<file path="config.mk">
export PLATFORM = sky130hd
export DESIGN_NAME = rng_word_collector_flat
export DESIGN_NICKNAME = d
export VERILOG_FILES = /design/src/rtl/rng_word_collector_if.sv /design/src/rtl/rng_word_collector.sv /design/src/flat_wrapper.sv
export SDC_FILE = /design/constraint.sdc
export NUM_CORES = 1
export LEC_CHECK = 0
export BUFFER_PORTS_ARGS = -buffer_cell sky130_fd_sc_hd__buf_2
export CAP_MARGIN = 20
export CORE_ASPECT_RATIO = 0.6
export CORE_MARGIN = 5
export CORE_UTILIZATION = 40
export DETAILED_ROUTE_END_ITERATION = 7
export MAX_ROUTING_LAYER = met4
export PLACE_DENSITY = 0.64
export SYNTH_ARGS = -nofsm -noshare
export SYNTH_HDL_FRONTEND = slang
export SYNTH_SLANG_ARGS = --single-unit
</file>
<file path="constraint.sdc">
create_clock -name clk -period 7.31 [get_ports clk]
set_clock_uncertainty 0.05 [all_clocks]
set_input_delay 1.0965 -clock clk [delete_from_list [all_inputs] [get_ports clk]]
set_output_delay 1.0965 -clock clk [all_outputs]
set_load 0.02 [all_outputs]
</file>
<file path="src/rtl/rng_word_collector_if.sv">
// Word-side valid/ready port of the RNG word collector.
// master: drives word_out/word_valid, samples word_ready; slave: the reverse.
interface rng_word_collector_if #(
  parameter int WIDTH = 32
) ();
  logic [WIDTH-1:0] word_out;
  logic             word_valid;
  logic             word_ready;

  modport master (
    output word_out,
    output word_valid,
    input  word_ready
  );

  modport slave (
    input  word_out,
    input  word_valid,
    output word_ready
  );
endinterface

</file>
<file path="src/rtl/rng_word_collector.sv">
// Packs debiased TRNG bits LSB-first into WIDTH-bit words, double-buffered.
// Ports: clk, rst (async high), bit_in/bit_valid in, wo (word valid/ready
// master), drop_cnt (saturating lost-bit count), health_fail (sticky).
// Optional repetition-count health test: define RNG_HEALTH_TEST_EN.
module rng_word_collector #(
  parameter int WIDTH     = 32,
  parameter int DROP_W    = 8,
  parameter int RCT_LIMIT = 16
) (
  input  logic                 clk,
  input  logic                 rst,
  input  logic                 bit_in,
  input  logic                 bit_valid,
  rng_word_collector_if.master wo,
  output logic [DROP_W-1:0]    drop_cnt,
  output logic                 health_fail
);

  localparam int CNT_W = $clog2(WIDTH);

  typedef enum logic {
    FILL,
    FULL
  } state_t;

  // Assert asynchronously, release two clocks after rst drops.
  logic [1:0] rst_sync_q;
  logic       irst;

  always_ff @(posedge clk or posedge rst) begin
    if (rst) begin
      rst_sync_q <= 2'b11;
    end else begin
      rst_sync_q <= {rst_sync_q[0], 1'b0};
    end
  end

  assign irst = rst_sync_q[1];

  state_t            state_q;
  logic [WIDTH-1:0]  shift_q;
  logic [WIDTH-1:0]  word_q;
  logic [CNT_W-1:0]  cnt_q;
  logic              valid_q;
  logic [DROP_W-1:0] drop_q;

  logic             xfer;
  logic             accept;
  logic             last_bit;
  logic             discard;
  logic [WIDTH-1:0] full_word;

  assign xfer      = valid_q & wo.word_ready;
  assign accept    = bit_valid & (state_q == FILL);
  assign last_bit  = (cnt_q == CNT_W'(WIDTH - 1));
  // Right shift: after WIDTH bits the first one sits at bit 0.
  assign full_word = {bit_in, shift_q[WIDTH-1:1]};

`ifdef RNG_HEALTH_TEST_EN
  localparam int RUN_W = $clog2(RCT_LIMIT + 1);

  logic [RUN_W-1:0] run_q;
  logic [RUN_W-1:0] run_d;
  logic             last_q;
  logic             hf_q;
  logic             rct_hit;

  always_comb begin
    run_d = run_q;
    if (accept) begin
      if (run_q == '0 || bit_in != last_q) begin
        run_d = RUN_W'(1);
      end else if (run_q != RUN_W'(RCT_LIMIT)) begin
        run_d = run_q + 1'b1;
      end
    end
  end

  assign rct_hit = accept && (run_d == RUN_W'(RCT_LIMIT));

  always_ff @(posedge clk or posedge irst) begin
    if (irst) begin
      run_q  <= '0;
      last_q <= 1'b0;
      hf_q   <= 1'b0;
    end else begin
      run_q <= run_d;
      if (accept) begin
        last_q <= bit_in;
      end
      if (rct_hit) begin
        hf_q <= 1'b1;
      end
    end
  end

  // A word finishing on the failing bit is already suspect: drop it too.
  assign discard     = hf_q | rct_hit;
  assign health_fail = hf_q;
`else
  assign discard     = 1'b0;
  assign health_fail = 1'b0;
`endif

  always_ff @(posedge clk or posedge irst) begin
    if (irst) begin
      state_q <= FILL;
      shift_q <= '0;
      word_q  <= '0;
      cnt_q   <= '0;
      valid_q <= 1'b0;
      drop_q  <= '0;
    end else begin
      if (xfer) begin
        valid_q <= 1'b0;
      end
      unique case (state_q)
        FILL: begin
          if (bit_valid) begin
            shift_q <= full_word;
            if (last_bit) begin
              cnt_q <= '0;
              if (!discard) begin
                if (!valid_q || xfer) begin
                  word_q  <= full_word;
                  valid_q <= 1'b1;
                end else begin
                  state_q <= FULL;
                end
              end
            end else begin
              cnt_q <= cnt_q + 1'b1;
            end
          end
        end
        FULL: begin
          if (bit_valid && drop_q != '1) begin
            drop_q <= drop_q + 1'b1;
          end
          if (xfer) begin
            word_q  <= shift_q;
            valid_q <= 1'b1;
            state_q <= FILL;
          end
        end
        default: state_q <= FILL;
      endcase
    end
  end

  assign wo.word_out   = word_q;
  assign wo.word_valid = valid_q;
  assign drop_cnt      = drop_q;

endmodule

</file>
<file path="src/flat_wrapper.sv">
// flat-port wrapper written by rule: the top's interface ports become plain ports
module rng_word_collector_flat 
#(
  parameter int WIDTH     = 32,
  parameter int DROP_W    = 8,
  parameter int RCT_LIMIT = 16
)
  (clk, rst, bit_in, bit_valid, drop_cnt, health_fail, wo_word_out, wo_word_valid, wo_word_ready);
  rng_word_collector_if #(.WIDTH(WIDTH)) wo_i ();
  input  logic clk;
  input  logic rst;
  input  logic bit_in;
  input  logic bit_valid;
  output logic [DROP_W-1:0] drop_cnt;
  output logic health_fail;
  output wire logic [$bits(wo_i.word_out)-1:0] wo_word_out;
  output wire logic [$bits(wo_i.word_valid)-1:0] wo_word_valid;
  input wire logic [$bits(wo_i.word_ready)-1:0] wo_word_ready;
  assign wo_word_out = wo_i.word_out;
  assign wo_word_valid = wo_i.word_valid;
  assign wo_i.word_ready = wo_word_ready;
  rng_word_collector #(.WIDTH(WIDTH), .DROP_W(DROP_W), .RCT_LIMIT(RCT_LIMIT)) u_core (.clk(clk), .rst(rst), .bit_in(bit_in), .bit_valid(bit_valid), .wo(wo_i), .drop_cnt(drop_cnt), .health_fail(health_fail));
endmodule
</file>
==> flow_summary_export.csv <==
group,metric,value,unit
status,outcome,"finished clean",
critical_path,cp.arrival,2.61,ns
global_routing,antenna_found_initial,0,
yosys,syn-mean-instance-area,9.86,sq um
global_routing,grt_pass1_vias,2371,
route,num_vias,2453,
critical_path,crit_path_start,"u_core.state_q",
power_and_ir_drop,leakage,1.86,nW
route,via_per_inst,4.79,
placement,pre_cts_ws,4.87,ns
placement,port_buffers,45,
route,wl_per_cell,13.2,um
sta,fin_tns_setup,0,ns
sta,final.setup.worst_slack,4.91,ns
yosys,yosysUniqueCellTypes,26,
placement,postPlaceCellArea,3770,sq um
layout,antenna_cells,0,
yosys,synth_xor_area_share,1.26,%
sta,hold_viol,0,
yosys,synth_cells,352,
critical_path,crit_path_end_kind,"register",
layout,fillers,815,
yosys,synth_top_family_by_area,"simple AND/OR/NAND/NOR gates",
power_and_ir_drop,powerDensity,346,nW/um^2
sta,holdWs,0.265,ns
sta,rsz0062_at_grt,"no",
sta,setup_viol,0,
sta,period_share,32.8,%
clock_network,cts_root_buf,"clkbuf_16",
clock_network,cts_buffers,9,
yosys,synthMuxAreaShare,10.2,%
yosys,synth-simple-area-share,18.6,%
critical_path,reg2reg_from,"u_core.state_q",
yosys,synth_top_area_share,56.9,%
clock_network,clkSinkCount,81,
yosys,synth_top_cell_by_area,"dfrtp_1",
run,cap_violations,0,
layout,fin_util,47.9,%
route,routed_wl,6770,um
worst_hold_path,hp-class,"register to async pin",
clock_network,cts_resized,0,
critical_path,worst-path-max-fanout,64,
clock_network,htreeDepth,3,
sta,drv_slew,0,
placement,place.gp.congestion,0.808,
yosys,yosysSeqAreaShare,58.5,%
sta,relSlewSlack,27.8,%
clock_network,cts_tree,"built",
die,dieHeight,82.2,um
layout,most-common-layout-cells,"nand2_1 (109), dfrtp_1 (78), buf_2 (45)",
clock_network,clkLatencyLatePin,0.33,ns
yosys,ys_seq_elements,81,
yosys,synth_fa_ha_area_share,1.44,%
layout,final_common_cell,"nand2_1",
layout,drive_gt1_share,18.3,%
sta,period_minus_slack,2.40,ns
global_routing,grt_pass1_wl,11300,um
clock_network,clkTransAtPathRegs,0.06,ns
critical_path,worstSetupPathType,"register to register",
die,core_area,8490,sq um
sta,max_freq,0.417,GHz
power_and_ir_drop,vdd_drop_max,0.165,mV
die,io_pins,47,
layout,design_area,4070,sq um
global_routing,grt.total_usage,14.0,%
clock_network,cts_setup_buffers,0,
die,num_rows,26,
die,start_util,40.9,%
placement,numPlacedInstances,495,
route,antenna_left,0,
route,route.detailed.drc,0,
layout,regArea,2030,sq um
layout,fin_nets,404,
yosys,synth_compound_gate_area_share,6.59,%
layout,synthToLayoutAreaGrowth,17.1,%
critical_path,required,7.52,ns
global_routing,grt_max_degree,80,
sta,worst_pin_slew,1.08,ns
route,firstDrtPassIters,6,
die,fp.dieW,130,um
critical_path,crit_path_start_kind,"register",
die,dieArea,10700,sq um
yosys,yosysWarningCount,0,
layout,multi_input_area,1330,sq um
yosys,synth_area_leaders,"dfrtp_1 (57%), nand2_1 (12%), mux2i_1 (9.2%)",
placement,hpwlAfterDp,4210,um
clock_network,clockBufferDepth,2,
global_routing,gr-total-overflow,0,
power_and_ir_drop,power,1.41,mW
route,drt-initial-drc-count,98,
layout,instances_no_fill,512,
clock_network,hold_buffers,0,
yosys,synth_area,3470,sq um
## routing by layer
layer / part of all wire [%] / global-route usage (%) / vias to the layer above
met5: 0 / - / -
met4: 1.1 / 5.60 / 0
met3: 3.9 / 4.31 / 8
met2: 45 / 21.1 / 42
met1: 50 / 17.9 / 1161
li1: - / - / 1242
## registers in the layout, summed over array words and instances, names as in the netlist
register / cells
u_core.rst_sync_q: 2
u_core.wo.word_valid: 1
u_core.state_q: 1
u_core.drop_cnt: 8
u_core.cnt_q: 5
u_core.wo.word_out: 32
u_core.shift_q: 32
## cells in the mapped netlist, drive strengths merged
master	number
nand2	109
dfrtp	79
nor2	36
a21oi	35
mux2i	32
buf	18
nand3	6
xnor2	5
ha	4
o21ai	4
inv	3
mux2	3
nand4	3
a31oi	2
dfstp	2
nand2b	2
nand3b	2
a22oi	1
and3	1
and4	1
clkbuf	1
conb	1
nor2b	1
nor3	1
## logic make-up (layout without fill, tap and decap cells)
logic type               count (synthesis)  in the layout
AO/OA/AOI/OAI                           42             42
adder cells (fa/ha/maj)                  4              4
buffers and inverters                   22             69
XOR/XNOR                                 5              5
other                                    1              2
multiplexers                            35             35
flip-flops                              81             81
AND/OR/NAND/NOR                        162            162
## power by group
group,total [mW],leakage [nW],switching [mW],internal [mW]
Clock,0.401,0.136,0.164,0.237
Sequential,0.650,0.971,0.0838,0.566
Combinational,0.356,0.757,0.225,0.131
## worst paths after layout
kind | endpoint | slack, ns | depth (start not counted)
worst max-delay path | u_core.wo.word_out[31] | 4.91 | 5
worst min-delay path | u_core.drop_cnt[3] | 0.26 | 2
worst max register to register | u_core.wo.word_out[31] | 4.91 | 5
worst min register to register | u_core.drop_cnt[3] | 0.26 | 2
max in group asynchronous | u_core.wo.word_out[8] | 6.38 | 3
min in group clk | u_core.rst_sync_q[1] | 0.31 | 0
## critical path, stage by stage (launching register included)
cell and delay (ns):
dfrtp_2 1.08, nand2_1 0.21, a22oi_4 0.20, buf_4 0.52
nor2_1 0.10, a21oi_1 0.13
## cell type report
cell class                 instances  share of cell area (%)
tap                              112                    3.45
multi-input combinational        250                    32.8
sequential                        81                    49.9
timing repair buffer              50                    6.95
inverter                           3                   0.308
clock inverter                     4                   0.492
clock buffer                      12                    6.06
(Power assumes the default switching activity.)
